==> src/rtl/prog_switch_buffer.sv <==
// Switch-driven program buffer: assembles instruction words from two switch slices, stores them and replays them.
// Optional define PRGBUF_WRAP_EN makes RUN loop the program instead of halting on the last entry.
module prog_switch_buffer #(
  parameter  int SW_W    = 16,
  parameter  int DEPTH   = 8,
  parameter  int RUN_DIV = 4,
  localparam int DATA_W  = 2 * SW_W,
  localparam int CNT_W   = $clog2(DEPTH + 1),
  localparam int PTR_W   = $clog2(DEPTH)
) (
  input  logic              sys_clk,
  input  logic              sys_rst_n,
  input  logic [SW_W-1:0]   sw_input,
  input  logic [2:0]        sw_control,
  input  logic              cmd_valid,
  output logic [DATA_W-1:0] instruction,
  output logic              instr_valid,
  output logic [CNT_W-1:0]  count,
  output logic [PTR_W-1:0]  rd_ptr,
  output logic              full,
  output logic              empty,
  output logic              sled,
  output logic              err
);

  localparam int DIV_W = (RUN_DIV > 1) ? $clog2(RUN_DIV) : 1;
  localparam logic [DIV_W-1:0] DIV_LAST = DIV_W'(RUN_DIV - 1);
  localparam logic [CNT_W-1:0] DEPTH_C  = CNT_W'(DEPTH);

  typedef enum logic [1:0] {
    ST_IDLE = 2'd0,
    ST_RUN  = 2'd1,
    ST_HALT = 2'd2
  } state_t;

  typedef enum logic [2:0] {
    CMD_NOP     = 3'd0,
    CMD_LOAD_LO = 3'd1,
    CMD_LOAD_HI = 3'd2,
    CMD_PUSH    = 3'd3,
    CMD_STEP    = 3'd4,
    CMD_RUN     = 3'd5,
    CMD_REWIND  = 3'd6,
    CMD_CLEAR   = 3'd7
  } cmd_t;

  state_t              state_q, state_d;
  logic [CNT_W-1:0]    count_q, count_d;
  logic [PTR_W-1:0]    rd_ptr_q, rd_ptr_d;
  logic [DATA_W-1:0]   asm_q, asm_d;
  logic                err_q, err_d;
  logic [DIV_W-1:0]    div_q, div_d;
  logic                mem_we;
  logic [DATA_W-1:0]   mem_q [DEPTH];
  logic [CNT_W-1:0]    rd_next;
  logic                at_last;
  logic                is_full;

  assign rd_next = CNT_W'(rd_ptr_q) + CNT_W'(1);
  assign at_last = (rd_next == count_q);
  assign is_full = (count_q == DEPTH_C);

  // Command decode, replay divider and state transitions.
  always_comb begin
    state_d  = state_q;
    count_d  = count_q;
    rd_ptr_d = rd_ptr_q;
    asm_d    = asm_q;
    err_d    = err_q;
    div_d    = div_q;
    mem_we   = 1'b0;
    if (cmd_valid) begin
      // A strobe always wins over a divider tick, so no advance happens here.
      if (state_q == ST_RUN) begin
        case (sw_control)
          CMD_NOP: begin
            div_d = div_q;
          end
          CMD_STEP: begin
            state_d = ST_IDLE;
            div_d   = '0;
          end
          CMD_REWIND: begin
            rd_ptr_d = '0;
            div_d    = '0;
          end
          CMD_CLEAR: begin
            state_d  = ST_IDLE;
            count_d  = '0;
            rd_ptr_d = '0;
            asm_d    = '0;
            err_d    = 1'b0;
            div_d    = '0;
          end
          default: begin
            err_d = 1'b1;
          end
        endcase
      end else begin
        case (sw_control)
          CMD_NOP: begin
            state_d = state_q;
          end
          CMD_LOAD_LO: begin
            asm_d[SW_W-1:0] = sw_input;
          end
          CMD_LOAD_HI: begin
            asm_d[DATA_W-1:SW_W] = sw_input;
          end
          CMD_PUSH: begin
            if (is_full) begin
              err_d = 1'b1;
            end else begin
              mem_we  = 1'b1;
              count_d = count_q + CNT_W'(1);
            end
          end
          CMD_STEP: begin
            if (rd_next < count_q) begin
              rd_ptr_d = rd_ptr_q + PTR_W'(1);
            end else begin
              err_d = 1'b1;
            end
          end
          CMD_RUN: begin
            if (count_q != CNT_W'(0)) begin
              state_d = ST_RUN;
              div_d   = '0;
            end else begin
              err_d = 1'b1;
            end
          end
          CMD_REWIND: begin
            rd_ptr_d = '0;
          end
          CMD_CLEAR: begin
            state_d  = ST_IDLE;
            count_d  = '0;
            rd_ptr_d = '0;
            asm_d    = '0;
            err_d    = 1'b0;
            div_d    = '0;
          end
          default: begin
            err_d = err_q;
          end
        endcase
      end
    end else if (state_q == ST_RUN) begin
      if (div_q == DIV_LAST) begin
        div_d = '0;
        if (at_last) begin
`ifdef PRGBUF_WRAP_EN
          rd_ptr_d = '0;
`else
          state_d = ST_HALT;
`endif
        end else begin
          rd_ptr_d = rd_ptr_q + PTR_W'(1);
        end
      end else begin
        div_d = div_q + DIV_W'(1);
      end
    end else begin
      div_d = div_q;
    end
  end

  // Control state registers.
  always_ff @(posedge sys_clk or negedge sys_rst_n) begin
    if (!sys_rst_n) begin
      state_q  <= ST_IDLE;
      count_q  <= '0;
      rd_ptr_q <= '0;
      asm_q    <= '0;
      err_q    <= 1'b0;
      div_q    <= '0;
    end else begin
      state_q  <= state_d;
      count_q  <= count_d;
      rd_ptr_q <= rd_ptr_d;
      asm_q    <= asm_d;
      err_q    <= err_d;
      div_q    <= div_d;
    end
  end

  // Program storage; contents are intentionally left unreset.
  always_ff @(posedge sys_clk) begin
    if (mem_we) begin
      mem_q[count_q[PTR_W-1:0]] <= asm_q;
    end else begin
      mem_q[count_q[PTR_W-1:0]] <= mem_q[count_q[PTR_W-1:0]];
    end
  end

  assign empty       = (count_q == CNT_W'(0));
  assign full        = is_full;
  assign instr_valid = ~empty;
  assign instruction = empty ? DATA_W'(0) : mem_q[rd_ptr_q];
  assign count       = count_q;
  assign rd_ptr      = rd_ptr_q;
  assign sled        = (state_q == ST_RUN);
  assign err         = err_q;

endmodule
==> config.mk <==
export PLATFORM = sky130hd
export DESIGN_NAME = prog_switch_buffer
export DESIGN_NICKNAME = d
export VERILOG_FILES = /design/src/rtl/prog_switch_buffer.sv
export SDC_FILE = /design/constraint.sdc
export NUM_CORES = 1
export LEC_CHECK = 0
export BUFFER_PORTS_ARGS = -buffer_cell sky130_fd_sc_hd__buf_2
export CAP_MARGIN = 20
export CORE_MARGIN = 2
export CORE_UTILIZATION = 25
export CTS_BUF_LIST = sky130_fd_sc_hd__clkbuf_4 sky130_fd_sc_hd__clkbuf_8
export DETAILED_ROUTE_END_ITERATION = 7
export GPL_TIMING_DRIVEN = 0
export SYNTH_ARGS = -nofsm -noshare
export SYNTH_HDL_FRONTEND = slang
export SYNTH_SLANG_ARGS = --single-unit
==> constraint.sdc <==
create_clock -name sys_clk -period 10.4 [get_ports sys_clk]
set_clock_uncertainty 0.05 [all_clocks]
set_input_delay 2.08 -clock sys_clk [delete_from_list [all_inputs] [get_ports sys_clk]]
set_output_delay 2.08 -clock sys_clk [all_outputs]
set_load 0.05 [all_outputs]
Word-level counts from Yosys, hierarchy flattened
Memory sizes are Yosys's and may differ from the RTL's. Index checks and enable logic that the tools add are counted.

Flip-flop bits (word level): 44. Latch bits: 0. Bits in writable memories: 256. ROM bits: 0. Output and inout bits: 44. Word-level logic and storage cells: 109. Memories kept: 1.

Memory list: mem_q (depth 8, width 32, rd ports 1, clocked after Yosys merged registers in 0, wr ports 1, RTL line 54) `logic [DATA_W-1:0] mem_q [DEPTH];`.

Add/sub/neg operators: 4. $mul: 0. Divide/modulo/power cells: 0. Magnitude comparators: 1. Equality and inequality tests: 25. Shift operators: 0. Muxes and demuxes: 46. Bitwise gates (word level): 2. Reductions and logical operators: 23.

Operators by type and width (count): $mux W32 (4); $pmux W16 S2 (2); $ne A3 B3 Y1 const B (9); $mux W2 (13); $mux W3 (7); $reduce_and A6 Y1 (3); $eq A3 B3 Y1 const B (4); $mux W4 (3); $reduce_bool A2 Y1 (6); $mux W1 (11); $pmux W2 S2 (2); $pmux W4 S2 (1); $reduce_and A4 Y1 (2); $eq A3 B2 Y1 const B (2); $pmux W3 S2 (1); $reduce_and A3 Y1 (2); $reduce_or A3 Y1 (2); $reduce_bool A5 Y1 (1); $add A3 B1 Y4 const B (1); $add A4 B1 Y4 const B (1); $eq A4 B4 Y1 (1); $eq A4 B4 Y1 const B (1); $logic_not A4 Y1 (1); $lt A4 B4 Y1 (1); other kinds (18) (20).

Longest topological paths before layout
Gate-level depths: netlist of run 1.

Word-level depth: 8. Gate-level depth with buffers: 9. Mapped depth without buffers: 8.

Worst setup path after synthesis of run 1
No wires, ideal clock.

Path kind: input-to-reg. Start point: in cmd_valid. End point: mem mem_q[1][0] (netlist bit), enable pin. Arrival: 5183 ps. Slack: 4707 ps. Stages: 6. Cells stage by stage: clkbuf_1 -> and3_1 -> nand3_1 -> nor2_1 -> nand2_1 -> nor3_1.

Cells in the longest elaborated chain, start to end: 4.

Ends and longest elaborated chain: from (decl) (RTL line 15) `input logic cmd_valid,`; $mux W1 (*) (RTL line 72) `if (cmd_valid) begin`; $mux W1, on equally long branches (RTL line 190, 193); $mux W1 (implied by the code) or $reduce_and A2 Y1 (tied branches); $or A1 B1 Y1 (no line) (*); to (decl) (RTL line 54).

Mark *: on every way between the ends. The rest lies on a longest branch, timed or not.

Worst setup path in the final report of run 1
Start point: reg rd_ptr_q[1] (netlist: rd_ptr[1]). End point: out instruction[27].

Cells in the longest elaborated chain, start to end: 2.

Ends and longest elaborated chain: from (decl) (RTL line 49) `logic [PTR_W-1:0] rd_ptr_q, rd_ptr_d;`; from (signal assigned) (RTL line 181) `rd_ptr_q <= rd_ptr_d;`; $mem_v2 Z8 W32; $mux W32 (RTL line 200) `assign instruction = empty ? DATA_W'(0) : mem_q[rd_ptr_q];`; to (decl) (RTL line 16) `output logic [DATA_W-1:0] instruction,`.

No other way between the ends.

==> flow_metrics.env, run 1 <==
export IMPL_htree_levels=2
export IMPL_finalWirelength_mm=27.8
export IMPL_dpl_instance_area_um2=13200
export IMPL_ys_ff_latch=300
export IMPL_wire_per_inst_um=19.6
export IMPL_place_inst=1327
export IMPL_cts_clk_slew_worst_paths_ns=0.06
export IMPL_ys_flop_type="edfxtp_1"
export IMPL_drt_iter0_drc=577
export IMPL_gp_congestion=0.808
export IMPL_core_um2=46600
export IMPL_clockRootBuffer="clkbuf_8"
export IMPL_hpwl_mm=18.6
export IMPL_drc=0
export IMPL_yosysSeqAreaShare=0.744
export IMPL_yosysWarnings=0
export IMPL_final_cells=1417
export IMPL_hold_violations=0
export IMPL_drive_gt1_frac=0.311
export IMPL_drv_slew=0
export IMPL_netlist_area_um2=11800
export IMPL_rows=79
export IMPL_setup_tns_ns=0
export IMPL_fin_crit_sh=0.515
export IMPL_dieArea_um2=49000
export IMPL_hold_class="reg2reg"
export IMPL_vias=6388
export IMPL_cp_num_buf_inv=3
export IMPL_critPathLaunchType="flip-flop"
export IMPL_timing_worst_setup_path_type="reg2out"
export IMPL_io_pins=66
export IMPL_cpMaxStageDelayCell="buf_1"
export IMPL_grt_first_pass_wirelength_mm=42.4
export IMPL_cp_required_ns=8.27
export IMPL_max_stage_delay_ns=0.70
export IMPL_ctsHoldBuffers=0
export IMPL_rsz0062_at_grt="false"
export IMPL_worst_hold_slack_ns=0.442
export IMPL_maxCapViolations=0
export IMPL_post_cts_buffers=0
export IMPL_vdd_drop_max_mv=0.205
export IMPL_worstSetupEndpointType="output pin"
export IMPL_timing_slew_headroom=0.336
export IMPL_numCtsBuffers=48
export IMPL_grt_max_degree=45
export IMPL_syn_nets=673
export IMPL_p_leak_nw=4.95
export IMPL_clock_fmax_mhz=187
export IMPL_port_buffers=64
export IMPL_cts_tree="yes"
export IMPL_cp_cell_sequence="clkbuf_1, buf_1, mux4_2, mux2i_1, nor2_1, buf_2"
export IMPL_p_per_area_nw_per_um2=278
export IMPL_setup_violations=0
export IMPL_synth_avg_cell_area_um2=18.4
export IMPL_ctsResizeCount=0
export IMPL_worst_pin_slew_ns=0.991
export IMPL_antenna_found_initial=2
export IMPL_clk_path_buf_depth=3
export IMPL_dieHeight_um=221
export IMPL_worst_path_max_fanout=10
export IMPL_synth_distinct_cells=42
export IMPL_insertion_delay_ns=0.57
export IMPL_grt_pass1_vias=6643
export IMPL_synthCells=643
export IMPL_cts_sinks=300
export IMPL_syn2layout_area_growth_pct=20.8
export IMPL_synth_edf_count=256
export IMPL_vias_per_cell=4.51
export IMPL_finalInstanceArea_um2=14300
export IMPL_layout_min_cycle_time_ns=5.36
export IMPL_die_x_um=221
export IMPL_cpLargestDelayFamily="buffers and inverters"
export IMPL_status="completed"
export IMPL_utilization=0.307
export IMPL_drtPass1Iterations=5
export IMPL_nets=801
export IMPL_track_usage=0.114
export IMPL_grt_ovfl_total=0
export IMPL_arrival_ns=3.23
export IMPL_ant_nets=0
export IMPL_async_flop_share=0.147
export IMPL_start_util=0.254
[cells by family (layout without fill, tap and decap cells)]
group	count (synthesis)	count (layout)	synth area share
AOI/OAI and AO/OA	66	66	0.0334
buffers and inverters	44	210	0.0162
other	0	1	0
DFF	300	300	0.744
adders and majority gates	8	8	0.00847
xor gates and xnor gates	2	2	0.00148
muxes	98	98	0.151
and+or+nand+nor	125	125	0.0454
[power breakdown]
part	total, mW	leakage, nW	internal, mW	switching [mW]
registers	1.63	2.91	1.49	0.143
logic	1.26	1.48	0.438	0.823
clock network	1.07	0.560	0.624	0.450
[path summary, 6_finish.rpt]
| kind | startpoint | endpoint | slack [ns] | cells after the start |
|---|---|---|---|---|
| hold reg to reg | div_q[0] | div_q[0] | 0.44 | 1 |
| max in group asynchronous | sys_rst_n | asm_q[11] | 8.48 | 2 |
| setup reg to reg | rd_ptr[2] | rd_ptr[1] | 6.58 | 9 |
| min in group asynchronous | sys_rst_n | err | 1.33 | 1 |
| setup / recovery | rd_ptr[1] | instruction[27] | 5.04 | 6 |
| hold / removal | div_q[0] | div_q[0] | 0.44 | 1 |
[sequential cells by signal (all words and copies together) (netlist names)]
signal and count:
mem_q 256, asm_q 32, count 4, rd_ptr 3, div_q 2, state_q 2
err 1
[final cells by class]
type / count / area (µm²)
multi-input cells: 299 / 2890
plain buffers: 34 / 151
inverters: 10 / 40.0
diodes: 1 / 2.50
repair buffers: 78 / 588
flip-flops and latches: 300 / 8790
clock buffers: 78 / 942
fillers: 4501 / 32300
clock inverters: 10 / 110
well taps: 607 / 759
[synth_stat cells (5+ instances only)]
| library cell | count | area, µm² |
|---|---|---|
| mux4_2 | 64 | 1440 |
| inv_1 | 8 | 30.0 |
| mux2i_1 | 32 | 320 |
| ha_1 | 8 | 100 |
| buf_2 | 7 | 35.0 |
| nand2_1 | 57 | 214 |
| nor3_1 | 5 | 25.0 |
| clkbuf_1 | 20 | 75.1 |
| nor2_1 | 44 | 165 |
| buf_1 | 5 | 18.8 |
| dfrtp_1 | 44 | 1100 |
| o21ai_0 | 40 | 200 |
| edfxtp_1 | 256 | 7690 |
| a21oi_1 | 7 | 35.0 |
[stage by stage]
stage / power (mW) / worst slack [ns]
floorplan: 2.54 / 4.71
global placement: 2.93 / 1.82
detailed placement: 2.96 / 5.34
CTS: 4.04 / 4.90
global route: 4.18 / 4.87
finish: 3.96 / 5.04
[routing by layer]
layer  part of all wire  track usage  vias to the layer above
met5            0.00097            0                        -
met2               0.47        0.176                      215
met4              0.011       0.0273                        4
met3              0.069       0.0250                       40
li1                   -            -                     2796
met1               0.45        0.163                     3333
[cell usage in the layout, fill, tap and decap left out, types with 4 or more instances in the layout]
master    count
edfxtp_1    256
buf_2        71
mux4_2       64
nand2_1      57
clkbuf_8     57
dfrtp_1      44
o21ai_0      40
nor2_1       38
mux2i_1      32
clkbuf_4     21
clkbuf_1     20
inv_1         8
ha_1          8
a21oi_1       7
nor2_4        6
buf_1         5
buf_16        5
buf_8         4
clkinv_1      4
buf_6         4
Power figures use the tool's default switching activity.
==> run 2, diff against run 1 <==
Settings changed: ABC_AREA from default to 1.
Clock period 10.4 ns to 4.7 ns, I/O delays scaled along.
==> run 2 against run 1 <==
  * Wire length grew 19%
  * Synthesized cell count up 70%
  * Sequential power is 130% higher
  * Largest power group is now combinational logic
  * Die area rose by 5.5%
  * Critical path depth grew 1
  * First-iteration DRC count grew 35%
  * Clock power is 120% higher
  * Combinational power rose to 3.2 times the previous value
  * Core utilization decreased by 0.16 points
  * Largest cell class unchanged
  * Cell count is 36% higher
==> flow_metrics.env, run 2 <==
export IMPL_status="completed"
export IMPL_maxCapViolations=0
export IMPL_yosysWarnings=0
export IMPL_antenna_cells=0
export IMPL_drt_iter0_drc=780
export IMPL_worst_pin_slew_ns=0.842
export IMPL_synth_most_common_cell="edfxtp_1"
export IMPL_grt_ovfl_total=0
export IMPL_drive_gt1_frac=0.178
export IMPL_p_per_area_nw_per_um2=675
export IMPL_finalWirelength_mm=33.1
export IMPL_antenna_found_initial=0
export IMPL_synth_distinct_cells=33
export IMPL_die_x_um=227
export IMPL_rsz0062_at_grt="false"
export IMPL_dp_worst_setup_slack_ns=1.07
export IMPL_start_util=0.254
export IMPL_timing_slew_headroom=0.438
export IMPL_vias_per_cell=4.55
export IMPL_cp_cell_sequence="inv_1, ha_1, nand3_1, clkbuf_1, nand2_1, nor2_1, buf_2"
export IMPL_fill_cells=4982
export IMPL_synth_area_leaders="edfxtp_1 (62%), dfrtp_1 (8.8%), nor2_1 (7.6%)"
export IMPL_setup_violations=0
export IMPL_combinationalPowerShare=0.396
export IMPL_io_pins=66
export IMPL_clockPowerShare=0.230
export IMPL_vias=8777
export IMPL_total_power_mw=10.1
export IMPL_timing_worst_setup_path_type="reg2out"
export IMPL_cpLargestDelayFamily="buffers and inverters"
export IMPL_numCtsBuffers=48
export IMPL_syn_nets=1125
export IMPL_cpMaxStageDelayCell="clkbuf_1"
export IMPL_cp_required_ns=3.71
export IMPL_layout_commonest_cell="edfxtp_1"
export IMPL_hold_class="in2async"
export IMPL_grt_max_degree=45
export IMPL_p_leak_nw=5.54
export IMPL_fin_crit_sh=0.899
export IMPL_synth_avg_cell_area_um2=11.4
export IMPL_syn2layout_area_growth_pct=19.9
export IMPL_worst_path_max_fanout=10
export IMPL_wire_per_inst_um=17.1
export IMPL_largest_register_ffs=256
export IMPL_clock_fmax_mhz=237
export IMPL_cts_clk_slew_worst_paths_ns=0.06
export IMPL_track_usage=0.128
export IMPL_hold_violations=0
export IMPL_dieHeight_um=227
export IMPL_ctsHoldBuffers=0
export IMPL_yosysSeqAreaShare=0.704
export IMPL_layout_min_cycle_time_ns=4.23
export IMPL_clk_path_buf_depth=3
export IMPL_cts_tree="yes"
export IMPL_netlist_area_um2=12500
export IMPL_drc=0
export IMPL_insertion_delay_ns=0.57
export IMPL_grt_first_pass_wirelength_mm=50.4
export IMPL_drv_slew=0
export IMPL_arrival_ns=3.24
export IMPL_critPathLaunchType="flip-flop"
export IMPL_drtPass1Iterations=5
export IMPL_ant_nets=0
export IMPL_cts_sinks=300
export IMPL_ys_flop_type="edfxtp_1"
export IMPL_synth_area_leader_cell="edfxtp_1"
export IMPL_hpwl_mm=23.3
export IMPL_setup_tns_ns=0
export IMPL_worstSetupEndpointType="output pin"
export IMPL_dieArea_um2=51700
export IMPL_synth_top_area_frac=0.616
export IMPL_sw_frac_of_total=0.442
export IMPL_layout_common_cells="edfxtp_1 (256), nor2_1 (250), o21ai_0 (152)"
export IMPL_ctsResizeCount=0
export IMPL_ys_ff_latch=300
export IMPL_nets=1257
export IMPL_max_stage_delay_ns=0.62
export IMPL_synthCells=1095
export IMPL_post_cts_buffers=0
export IMPL_cp_num_buf_inv=3
export IMPL_vdd_drop_max_mv=0.463
export IMPL_clockRootBuffer="clkbuf_8"
export IMPL_async_flop_share=0.147
export IMPL_synthTopCellsByCount="edfxtp_1 (256), nor2_1 (254), o21ai_0 (152)"
export IMPL_gp_congestion=0.878
export IMPL_core_um2=49100
export IMPL_port_buffers=65
export IMPL_htree_levels=2
export IMPL_switchingPower_mw=4.47
export IMPL_p_seq_frac=0.373
export IMPL_setup_slack_ns=0.473
export IMPL_p_int_mw=5.64
export IMPL_rows=81
export IMPL_grt_pass1_vias=8769
export IMPL_synth_edf_count=256
## run 2: logic make-up after synthesis
family | Yosys count | synth area share
compound gates | 240 | 0.111
simple gates | 426 | 0.136
xor+xnor | 2 | 0.00140
flops | 300 | 0.704
fa+ha+maj | 8 | 0.00802
buf+inv | 119 | 0.0395
## run 2: worst reg2reg max path: stages, from the launching register on
cell and delay (ns):
dfrtp_1 0.46, inv_1 0.19, ha_1 0.25, nand3_1 0.14
nand3_1 0.12, inv_1 0.11, nand3_1 0.32, nor3_2 0.66
buf_6 0.24, buf_6 0.19
## run 2: final cells by class
cell class	instances	area (µm²)	area share
timing repair buffer	82	583	0.0390
clock inverter	11	92.6	0.00619
multi-input combinational	676	3240	0.217
buffer	60	272	0.0182
inverter	59	221	0.0148
clock buffer	79	925	0.0618
tap	664	831	0.0555
sequential	300	8790	0.588
## run 2: path summary, 6_finish.rpt
path / start / end / slack (ns) / cells past startpoint
worst max-delay path: count[0] / instruction[29] / 0.47 / 7
worst min-delay path: sys_rst_n / err / 0.15 / 1
worst max register to register: count[0] / mem_q[6][3] / 1.67 / 9
worst min register to register: err / err / 0.42 / 2
max in group asynchronous: sys_rst_n / asm_q[3] / 3.98 / 2
min in group sys_clk: err / err / 0.42 / 2
## run 2: layer usage
layer | global-route usage | share of wire | vias to the layer above
met1 | 0.179 | 0.46 | 4339
met5 | 0 | 0 | -
li1 | - | - | 4094
met2 | 0.198 | 0.45 | 286
met4 | 0.0403 | 0.022 | 0
met3 | 0.0275 | 0.074 | 58
## run 2: power by group through the flow
stage	registers (mW)	clock network (mW)	logic (mW)
final	3.77	2.33	4.00
after global routing	3.83	2.48	4.39
after CTS	3.78	2.36	4.05
after detailed placement	3.83	0	4.04
after global placement	3.81	0	3.97
after floorplan	3.76	0	2.69
## run 2: per-stage QoR
step	instances	cell area, µm²	hold WS, ns	util
3_5_place_dp	1840	13900	0.411	0.284
3_3_place_gp	1824	13600	0.411	0.278
6_report	1931	15000	0.146	0.305
5_1_grt	1931	15000	0.140	0.305
2_1_floorplan	1095	12500	0.413	-
4_1_cts	1930	14900	0.429	0.305
